**config.mk**
```make
export PLATFORM = sky130hd
export DESIGN_NAME = alu_shift_sequencer
export DESIGN_NICKNAME = d
export VERILOG_FILES = /design/src/rtl/alu_shift_sequencer.sv
export SDC_FILE = /design/constraint.sdc
export NUM_CORES = 1
export LEC_CHECK = 0
export CORE_MARGIN = 4
export CORE_UTILIZATION = 56
export DETAILED_ROUTE_END_ITERATION = 10
export GPL_TIMING_DRIVEN = 0
export PLACE_DENSITY = 0.8
export SLEW_MARGIN = 20
export SYNTH_ARGS = -nofsm -noshare
export SYNTH_HDL_FRONTEND = slang
export SYNTH_SLANG_ARGS = --single-unit
```
**constraint.sdc**
```tcl
create_clock -name Clk -period 9.05 [get_ports Clk]
set_clock_uncertainty 0.15 [all_clocks]
set_input_delay 1.81 -clock Clk [delete_from_list [all_inputs] [get_ports Clk]]
set_output_delay 1.81 -clock Clk [all_outputs]
set_load 0.05 [all_outputs]
```
**src/rtl/alu_shift_sequencer.sv**
```systemverilog
// Multi-pass ALU sequencer: captures operands on Start and repeatedly feeds
// the accumulator back through one ALU until the pass count is exhausted.

module alu_module (
    input  logic [31:0] a_i,
    input  logic [31:0] b_i,
    input  logic [3:0]  op_i,
    output logic [31:0] y_o
);
    // single combinational pass; nop and illegal codes produce zero
    always_comb begin
        y_o = 32'd0;
        case (op_i)
            4'b0000: y_o = a_i + b_i;
            4'b0001: y_o = a_i - b_i;
            4'b0010: y_o = a_i & b_i;
            4'b0011: y_o = a_i | b_i;
            4'b0100: y_o = ~a_i;
            4'b1000: y_o = {a_i[31], a_i[31:1]};
            4'b1001: y_o = {a_i[30:0], 1'b0};
            4'b1010: y_o = {1'b0, a_i[31:1]};
            4'b1100: y_o = {a_i[30:0], a_i[31]};
            4'b1101: y_o = {a_i[0], a_i[31:1]};
            default: y_o = 32'd0;
        endcase
    end
endmodule

module alu_shift_sequencer (
    input  logic        Clk,
    input  logic        Reset_n,
    input  logic        Start,
    input  logic [31:0] A,
    input  logic [31:0] B,
    input  logic [3:0]  Op,
    input  logic [4:0]  Amt,
    output logic        Busy,
    output logic        Done,
    output logic [31:0] Out,
    output logic        Zero,
    output logic        Err
);
    typedef enum logic [1:0] {
        S_IDLE = 2'd0,
        S_RUN  = 2'd1,
        S_DONE = 2'd2
    } state_t;

    function automatic logic is_shift(input logic [3:0] op);
        case (op)
            4'b1000, 4'b1001, 4'b1010, 4'b1100, 4'b1101: is_shift = 1'b1;
            default:                                      is_shift = 1'b0;
        endcase
    endfunction

    function automatic logic is_legal(input logic [3:0] op);
        case (op)
            4'b0000, 4'b0001, 4'b0010, 4'b0011, 4'b0100, 4'b1111: is_legal = 1'b1;
            default:                                              is_legal = is_shift(op);
        endcase
    endfunction

    state_t      state_q, state_d;
    logic [31:0] acc_q, acc_d;
    logic [31:0] b_q, b_d;
    logic [3:0]  op_q, op_d;
    logic [4:0]  cnt_q, cnt_d;
    logic        busy_q, busy_d;
    logic        done_q, done_d;
    logic [31:0] out_q, out_d;
    logic        zero_q, zero_d;
    logic        err_q, err_d;
    logic [31:0] alu_y_s;
    logic        legal_s;

    alu_module u_alu (
        .a_i  (acc_q),
        .b_i  (b_q),
        .op_i (op_q),
        .y_o  (alu_y_s)
    );

    assign legal_s = is_legal(Op);

    // next-state and result computation; result registers change only on entry to DONE
    always_comb begin
        state_d = state_q;
        acc_d   = acc_q;
        b_d     = b_q;
        op_d    = op_q;
        cnt_d   = cnt_q;
        busy_d  = busy_q;
        done_d  = 1'b0;
        out_d   = out_q;
        zero_d  = zero_q;
        err_d   = err_q;
        case (state_q)
            S_IDLE: begin
                if (Start) begin
                    acc_d  = A;
                    b_d    = B;
                    op_d   = Op;
                    busy_d = 1'b1;
                    if (is_shift(Op)) begin
                        cnt_d = Amt;
                    end else if (legal_s) begin
                        cnt_d = 5'd1;
                    end else begin
                        cnt_d = 5'd0;
                    end
                    if (cnt_d != 5'd0) begin
                        state_d = S_RUN;
                    end else begin
                        // zero passes: result is A, or 0 flagged as error for illegal codes
                        state_d = S_DONE;
                        done_d  = 1'b1;
                        out_d   = legal_s ? A : 32'd0;
                        zero_d  = (out_d == 32'd0);
                        err_d   = ~legal_s;
                    end
                end else begin
                    state_d = S_IDLE;
                end
            end
            S_RUN: begin
                acc_d = alu_y_s;
                cnt_d = cnt_q - 5'd1;
                if (cnt_q == 5'd1) begin
                    state_d = S_DONE;
                    done_d  = 1'b1;
                    out_d   = alu_y_s;
                    zero_d  = (alu_y_s == 32'd0);
                    err_d   = 1'b0;
                end else begin
                    state_d = S_RUN;
                end
            end
            S_DONE: begin
                state_d = S_IDLE;
                busy_d  = 1'b0;
            end
            default: begin
                state_d = S_IDLE;
                busy_d  = 1'b0;
            end
        endcase
    end

    // state and output registers
    always_ff @(posedge Clk or negedge Reset_n) begin
        if (!Reset_n) begin
            state_q <= S_IDLE;
            acc_q   <= 32'd0;
            b_q     <= 32'd0;
            op_q    <= 4'd0;
            cnt_q   <= 5'd0;
            busy_q  <= 1'b0;
            done_q  <= 1'b0;
            out_q   <= 32'd0;
            zero_q  <= 1'b1;
            err_q   <= 1'b0;
        end else begin
            state_q <= state_d;
            acc_q   <= acc_d;
            b_q     <= b_d;
            op_q    <= op_d;
            cnt_q   <= cnt_d;
            busy_q  <= busy_d;
            done_q  <= done_d;
            out_q   <= out_d;
            zero_q  <= zero_d;
            err_q   <= err_d;
        end
    end

    assign Busy = busy_q;
    assign Done = done_q;
    assign Out  = out_q;
    assign Zero = zero_q;
    assign Err  = err_q;
endmodule
```
==> flow_metrics.env, run 1 <==
export IMPL_num_antenna_cells=0
export IMPL_hold_path_class="flip-flop to flip-flop"
export IMPL_setup_slack_ps=1770
export IMPL_synth_fp_nets=1303
export IMPL_synth_avg_cell_area_sq_um=7.66
export IMPL_rows=46
export IMPL_rsz0062_at_grt="false"
export IMPL_synth_most_common_cell="nand2_1"
export IMPL_fill_cells=1403
export IMPL_dieArea_sq_um=18400
export IMPL_dr_wl_met3_um=3530
export IMPL_worst_pin_slew_ps=1020
export IMPL_slew_violations=0
export IMPL_fmax_ghz=0.137
export IMPL_route_detailed_drc=0
export IMPL_synth_edf_count=0
export IMPL_grt_pass1_vias=9617
export IMPL_syn_area_sq_um=9110
export IMPL_cp_max_fo=10
export IMPL_synth_top_area_frac=0.299
export IMPL_max_stage_delay_ps=530
export IMPL_cts_buffer_depth=2
export IMPL_cts_buffers=9
export IMPL_synth_top_cells_by_count="nand2_1 (209), dfrtp_1 (109), o21ai_0 (101), a21oi_1 (99), nor2_1 (91)"
export IMPL_cp_common_cell="clkbuf_1"
export IMPL_postSynthCellCount=1190
export IMPL_path_clk_slew_ps=90
export IMPL_setup_viol=0
export IMPL_outcome="complete, no violations"
export IMPL_htreeDepth=3
export IMPL_placed_cell_area_sq_um=10500
export IMPL_yosysWarnings=0
export IMPL_drive_gt1_frac=0.0371
export IMPL_period_share=0.805
export IMPL_crit_start="op_q[0]"
export IMPL_ys_ff_latch=110
export IMPL_area_growth_pct=19.0
export IMPL_cts_tree="built"
export IMPL_cp_end_kind="flip-flop"
export IMPL_r2r_start="op_q[0]"
export IMPL_dpl_hpwl_um=27300
export IMPL_grt_max_degree=76
export IMPL_place_gp_congestion=1.03
export IMPL_drv_cap=0
export IMPL_finalSetupTns_ps=0
export IMPL_slew_headroom=0.312
export IMPL_drt_met1_wl_um=13400
export IMPL_die_w_um=136
export IMPL_path_cells="clkbuf_1 -> buf_2 -> clkbuf_1 -> clkbuf_1 -> and2_1 -> clkbuf_1 -> clkbuf_1 -> nor2_1 -> xnor2_1 -> ha_1 -> buf_2 -> a21o_1 -> a31oi_1 -> o22ai_1 -> nor2_1 -> nand2_1 -> a311oi_1 -> mux2i_1 -> nand2_1 -> a2111o_1 -> nor4_1 -> a221o_1"
export IMPL_multi_input_area_sq_um=5900
export IMPL_path_depth=22
export IMPL_holdBufCountCts=0
export IMPL_r2r_worst_path_cells=22
export IMPL_synth_main_ff_cell="dfrtp_1"
export IMPL_clkSinkCount=110
export IMPL_reg2reg_slack_ps=1770
export IMPL_worstSkewPairLatency_ps=380
export IMPL_fin_nets=1427
export IMPL_fin_area_sq_um=10800
export IMPL_cts_root_buf="clkbuf_16"
export IMPL_cp_start_kind="flip-flop"
export IMPL_path_class="flip-flop to flip-flop"
export IMPL_synth_area_leaders="dfrtp_1 (30%), nand2_1 (8.6%), o21ai_0 (5.5%)"
export IMPL_synth_async_sr_flop_share=1.00
export IMPL_arrival_ps=7450
export IMPL_overflow=0
export IMPL_crit_slowest_cell="clkbuf_1"
export IMPL_yosys_area_top_type="dfrtp_1"
export IMPL_seq_area_frac_synth=0.302
export IMPL_die_h_um=136
export IMPL_routed_via_density=6.74
export IMPL_port_buffer_count=111
export IMPL_top_layer="met4"
export IMPL_vias=10347
export IMPL_timing_rr_end="Zero"
export IMPL_wl_um=35200
export IMPL_first_iter_violations=1231
export IMPL_final_seq_area_sq_um=2750
export IMPL_synth_distinct_cells=79
export IMPL_wl_met2_um=16200
export IMPL_dp_worst_setup_slack_ps=1960
export IMPL_core_area_sq_um=15900
export IMPL_detail_route_antenna_nets=0
export IMPL_path_buf_inv=7
export IMPL_initial_utilization=0.574
export IMPL_first_pass_iters=7
export IMPL_hold_violations=0
export IMPL_grt_antenna_before_repair=0
export IMPL_cp_required_ps=9220
export IMPL_pin_count=112
export IMPL_critPathCapture="Zero"
export IMPL_post_cts_buffers=0
export IMPL_wl_per_cell_um=22.9
export IMPL_globalRouteTotalUtil=0.377
export IMPL_finalCriticalPeriod_ps=7280
export IMPL_grt_pass1_wl_um=53500
export IMPL_cpLargestDelayFamily="buffers and inverters"
export IMPL_cts_resized=0
## layout by cell type (no fill, tap or decap), types with 10 or more instances in the layout
cell and n:
o22ai_1 10, a31oi_1 12, nand2b_1 14, nand3_1 17, nor2b_1 11, dfrtp_1 109, xnor2_1 26, a22oi_1 30
clkbuf_1 68, a221oi_1 17, nor4_1 19, a21o_1 14, maj3_1 15, nor3_1 27, nand4_1 12, nor2_1 91
o21a_1 12, xor2_1 21, buf_2 11, nand2_1 209, o21ai_0 101, o211ai_1 12, a221o_1 26, and2_1 14
ha_1 36, a211oi_1 10, inv_1 28, clkdlybuf4s50_1 110, a21oi_1 99
## worst min path at each step
stage                         from  endpoint  slack (ps)  cells after the start
after global routing       Out[12]   Out[12]         350                      1
after global placement     Out[12]   Out[12]         310                      1
after floorplan           cnt_q[4]  cnt_q[4]         340                      2
final                      Out[17]   Out[17]         340                      2
after CTS                  Out[12]   Out[12]         340                      1
after detailed placement   Out[12]   Out[12]         320                      1
## registers in the layout, summed over array words and instances (netlist names)
name / count
acc_q: 32
b_q: 32
op_q: 4
state_q: 1
Done: 1
Err: 1
Out: 32
cnt_q: 5
Zero: 1
Busy: 1
## per-layer routing
| metal | vias up | GRT usage |
|---|---|---|
| met2 | 695 | 0.597 |
| met3 | 158 | 0.0795 |
| met4 | 0 | 0.198 |
| li1 | 4632 | - |
| met1 | 4862 | 0.486 |
| met5 | - | 0 |
## per-stage QoR
stage	instances	utilization	hold WS, ps
6_report	1535	0.682	336
5_1_grt	1535	0.682	354
4_1_cts	1535	0.682	337
3_5_place_dp	1519	0.663	319
3_3_place_gp	1517	0.661	311
2_1_floorplan	1190	-	339
## worst register-to-register path: stages (launching register included)
cell and delay (ps):
dfrtp_1 330, clkbuf_1 340, buf_2 360, clkbuf_1 530
clkbuf_1 510, and2_1 260, clkbuf_1 410, clkbuf_1 470
nor2_1 140, xnor2_1 230, ha_1 270, buf_2 170
a21o_1 170, a31oi_1 260, o22ai_1 140, nor2_1 290
nand2_1 230, a311oi_1 370, mux2i_1 520, nand2_1 120
a2111o_1 370, nor4_1 400, a221o_1 200
## cells by family (layout without fill, tap and decap cells)
group           after synthesis  in the layout  synth area share
xor+xnor                     47             47            0.0452
buf+inv                     115            244            0.0505
flops                       110            110             0.302
compound gates              409            409             0.300
mux                           5              5           0.00563
fa+ha+maj                    52             52            0.0681
simple gates                452            452             0.228
## final cells by class
cell class,instances,share of cell area
multi-input cells,965,0.545
flip-flops and latches,110,0.254
repair buffers,113,0.106
plain buffers,87,0.0328
well taps,216,0.0249
clock buffers,9,0.0208
inverters,28,0.00970
clock inverters,7,0.00716
Power of run 1 is not shown: default switching activity piles up to over one toggle a cycle in this logic, so the estimate is an artifact.
==> run 2, diff against run 1 <==
clock period = 7.5 ns   (was 9.05 ns; I/O delays follow)
==> results of run 2 <==
Same layout as run 1 (identical final DEF). Status: complete, no violations.
Among the figures that moved: setup slack after placement 1960 ps -> 409 ps; setup slack after layout 1770 ps -> 215 ps; register-to-register setup slack 1770 ps -> 220 ps
Power of run 2 is left out for the same reason.
==> run 3, diff against run 2 <==
PLACE_DENSITY = 0.81   (was 0.8)
SYNTH_HIERARCHICAL = 1   (was unset)
==> run 3 against run 2 <==
Compared with the run above: final area fell by 6.2%; setup slack improved by 1100 ps; flip-flop and latch count did not move; first-iteration DRC count fell by 8.4%.
==> flow_metrics.env, run 3 <==
export IMPL_setup_slack_ps=1340
export IMPL_use_met3=0.0791
export IMPL_overflow=0
export IMPL_setup_viol=0
export IMPL_grt_util_met2=0.467
export IMPL_synth_xor_area_frac=0.0608
export IMPL_final_cell_mix="nand2_1 (244), dfrtp_1 (109), clkdlybuf4s50_1 (109)"
export IMPL_wl_per_cell_um=20.5
export IMPL_grt_use_met1=0.450
export IMPL_htreeDepth=3
export IMPL_hold_violations=0
export IMPL_synth_edf_count=0
export IMPL_period_share=0.821
export IMPL_fin_area_sq_um=10200
export IMPL_drv_cap=0
export IMPL_placed_cell_area_sq_um=9860
export IMPL_synth_avg_cell_area_sq_um=8.19
export IMPL_globalRouteTotalUtil=0.313
export IMPL_synth_top_area_frac=0.321
export IMPL_core_area_sq_um=14700
export IMPL_synth_distinct_cells=74
export IMPL_dpl_hpwl_um=21000
export IMPL_grt_pass1_wl_um=43800
export IMPL_reg2reg_slack_ps=1340
export IMPL_seq_area_frac_synth=0.324
export IMPL_first_pass_iters=8
export IMPL_hold_path_class="flip-flop to flip-flop"
export IMPL_first_iter_violations=1128
export IMPL_syn_area_sq_um=8490
export IMPL_detail_route_antenna_nets=0
export IMPL_route_detailed_drc=0
export IMPL_die_h_um=131
export IMPL_cts_root_buf="clkbuf_16"
export IMPL_finalCriticalPeriod_ps=6160
export IMPL_synth_most_common_cell="nand2_1"
export IMPL_dp_worst_setup_slack_ps=1630
export IMPL_port_buffer_count=110
export IMPL_drive_gt1_frac=0.0455
export IMPL_synth_mux_area_frac=0.00516
export IMPL_clkSinkCount=110
export IMPL_synth_async_sr_flop_share=1.00
export IMPL_path_clk_slew_ps=90
export IMPL_synthAdderAreaFrac=0.0554
export IMPL_holdBufCountCts=0
export IMPL_grt_max_degree=60
export IMPL_initial_utilization=0.578
export IMPL_arrival_ps=6310
export IMPL_slew_headroom=0.279
export IMPL_cp_max_fo=10
export IMPL_post_cts_buffers=0
export IMPL_ys_ff_latch=110
export IMPL_rows=44
export IMPL_rsz0062_at_grt="false"
export IMPL_area_growth_pct=19.7
export IMPL_synth_area_leaders="dfrtp_1 (32%), nand2_1 (11%), a22oi_1 (5.6%)"
export IMPL_path_class="flip-flop to flip-flop"
export IMPL_synth_top_family_by_area="compound AO/OA/AOI/OAI gates"
export IMPL_worstSkewPairLatency_ps=380
export IMPL_num_antenna_cells=0
export IMPL_finalSetupTns_ps=0
export IMPL_cts_tree="built"
export IMPL_synth_main_ff_cell="dfrtp_1"
export IMPL_grt_antenna_before_repair=0
export IMPL_pin_count=112
export IMPL_synth_top_cells_by_count="nand2_1 (244), dfrtp_1 (109), a22oi_1 (63), clkbuf_1 (56), o21ai_0 (46)"
export IMPL_vias=8822
export IMPL_outcome="complete, no violations"
export IMPL_fmax_ghz=0.162
export IMPL_die_w_um=131
export IMPL_yosysWarnings=6
export IMPL_final_common_cell="nand2_1"
export IMPL_cp_required_ps=7650
export IMPL_fin_util=0.692
export IMPL_fill_cells=1248
export IMPL_gr_max_usage_layer="met2"
export IMPL_routed_via_density=6.54
export IMPL_dieArea_sq_um=17200
export IMPL_grt_pass1_vias=8146
export IMPL_wl_um=27700
export IMPL_synth_fp_nets=1150
export IMPL_place_gp_congestion=0.964
export IMPL_postSynthCellCount=1037
export IMPL_cts_resized=0
export IMPL_synth_compound_area_frac=0.297
export IMPL_yosys_area_top_type="dfrtp_1"
export IMPL_cp_end_kind="flip-flop"
export IMPL_synthSimpleGateAreaFrac=0.213
export IMPL_fin_nets=1272
export IMPL_slew_violations=0
export IMPL_worst_pin_slew_ps=1070
export IMPL_cts_buffers=9
export IMPL_cp_start_kind="flip-flop"
export IMPL_cts_buffer_depth=2
[run 3: changes by cell type after synthesis, moves of 11 or more]
cell and change:
maj3_1 -15, nor2_1 -49, nand2_1 +35, a221oi_1 +11, a22oi_1 +33, o2111ai_1 +31, o211ai_1 +14, a221o_1 -25
a21oi_1 -58, and2_1 -12, o2bb2ai_1 +31, nor3_1 -18, clkbuf_1 -12, o21ai_0 -55
[run 3: worst max-delay path, stage by stage (launching register included)]
cell	delay, ps
dfrtp_1	470
nor2_1	440
nand2_1	170
clkbuf_1	340
clkbuf_1	420
o21ai_0	410
fa_1	280
nor2b_1	80
o2111ai_1	270
nand2_1	160
a221oi_1	400
o21ai_0	290
a221oi_1	470
o31ai_1	170
xnor2_1	220
o21ai_0	270
or4_1	590
nor4_1	240
a21oi_1	80
mux2i_1	150
[run 3: routing by layer]
layer / wire length, um / vias up
li1: - / 4117
met4: 815 / 0
met3: 2910 / 74
met1: 12200 / 4070
met5: 0 / -
met2: 11700 / 561
[run 3: final timing paths]
kind,start,end,cells past startpoint
setup / recovery,op_q[2],Zero,19
hold / removal,Zero,Zero,2
setup reg to reg,op_q[2],Zero,19
hold reg to reg,Zero,Zero,2
max in group asynchronous,Reset_n,Zero,2
min in group asynchronous,Reset_n,Out[3],1
[run 3: cells by family (layout without fill, tap and decap cells)]
family | after synthesis | in the layout
and+or+nand+nor | 398 | 398
xor gates and xnor gates | 59 | 59
buffers and inverters | 87 | 214
muxes | 4 | 4
DFF | 110 | 110
adders and majority gates | 37 | 37
AOI/OAI and AO/OA | 342 | 342
[run 3: stage by stage]
step	hold WS, ps	std cells
finish	342	1348
CTS	341	1348
detailed placement	323	1332
floorplan	344	1037
global placement	317	1331
global route	351	1348
[run 3: cell type report]
type                            instances  area (sq um)  share of cell area
Buffer                                 68           299              0.0294
Tap cell                              184           230              0.0226
Clock inverter                          7          85.1             0.00837
Multi-Input combinational cell        840          5380               0.529
Timing Repair Buffer                  111          1130               0.111
Sequential cell                       110          2750               0.271
Inverter                               19          71.3             0.00701
Clock buffer                            9           225              0.0221
Power of run 3 is left out for the same reason.
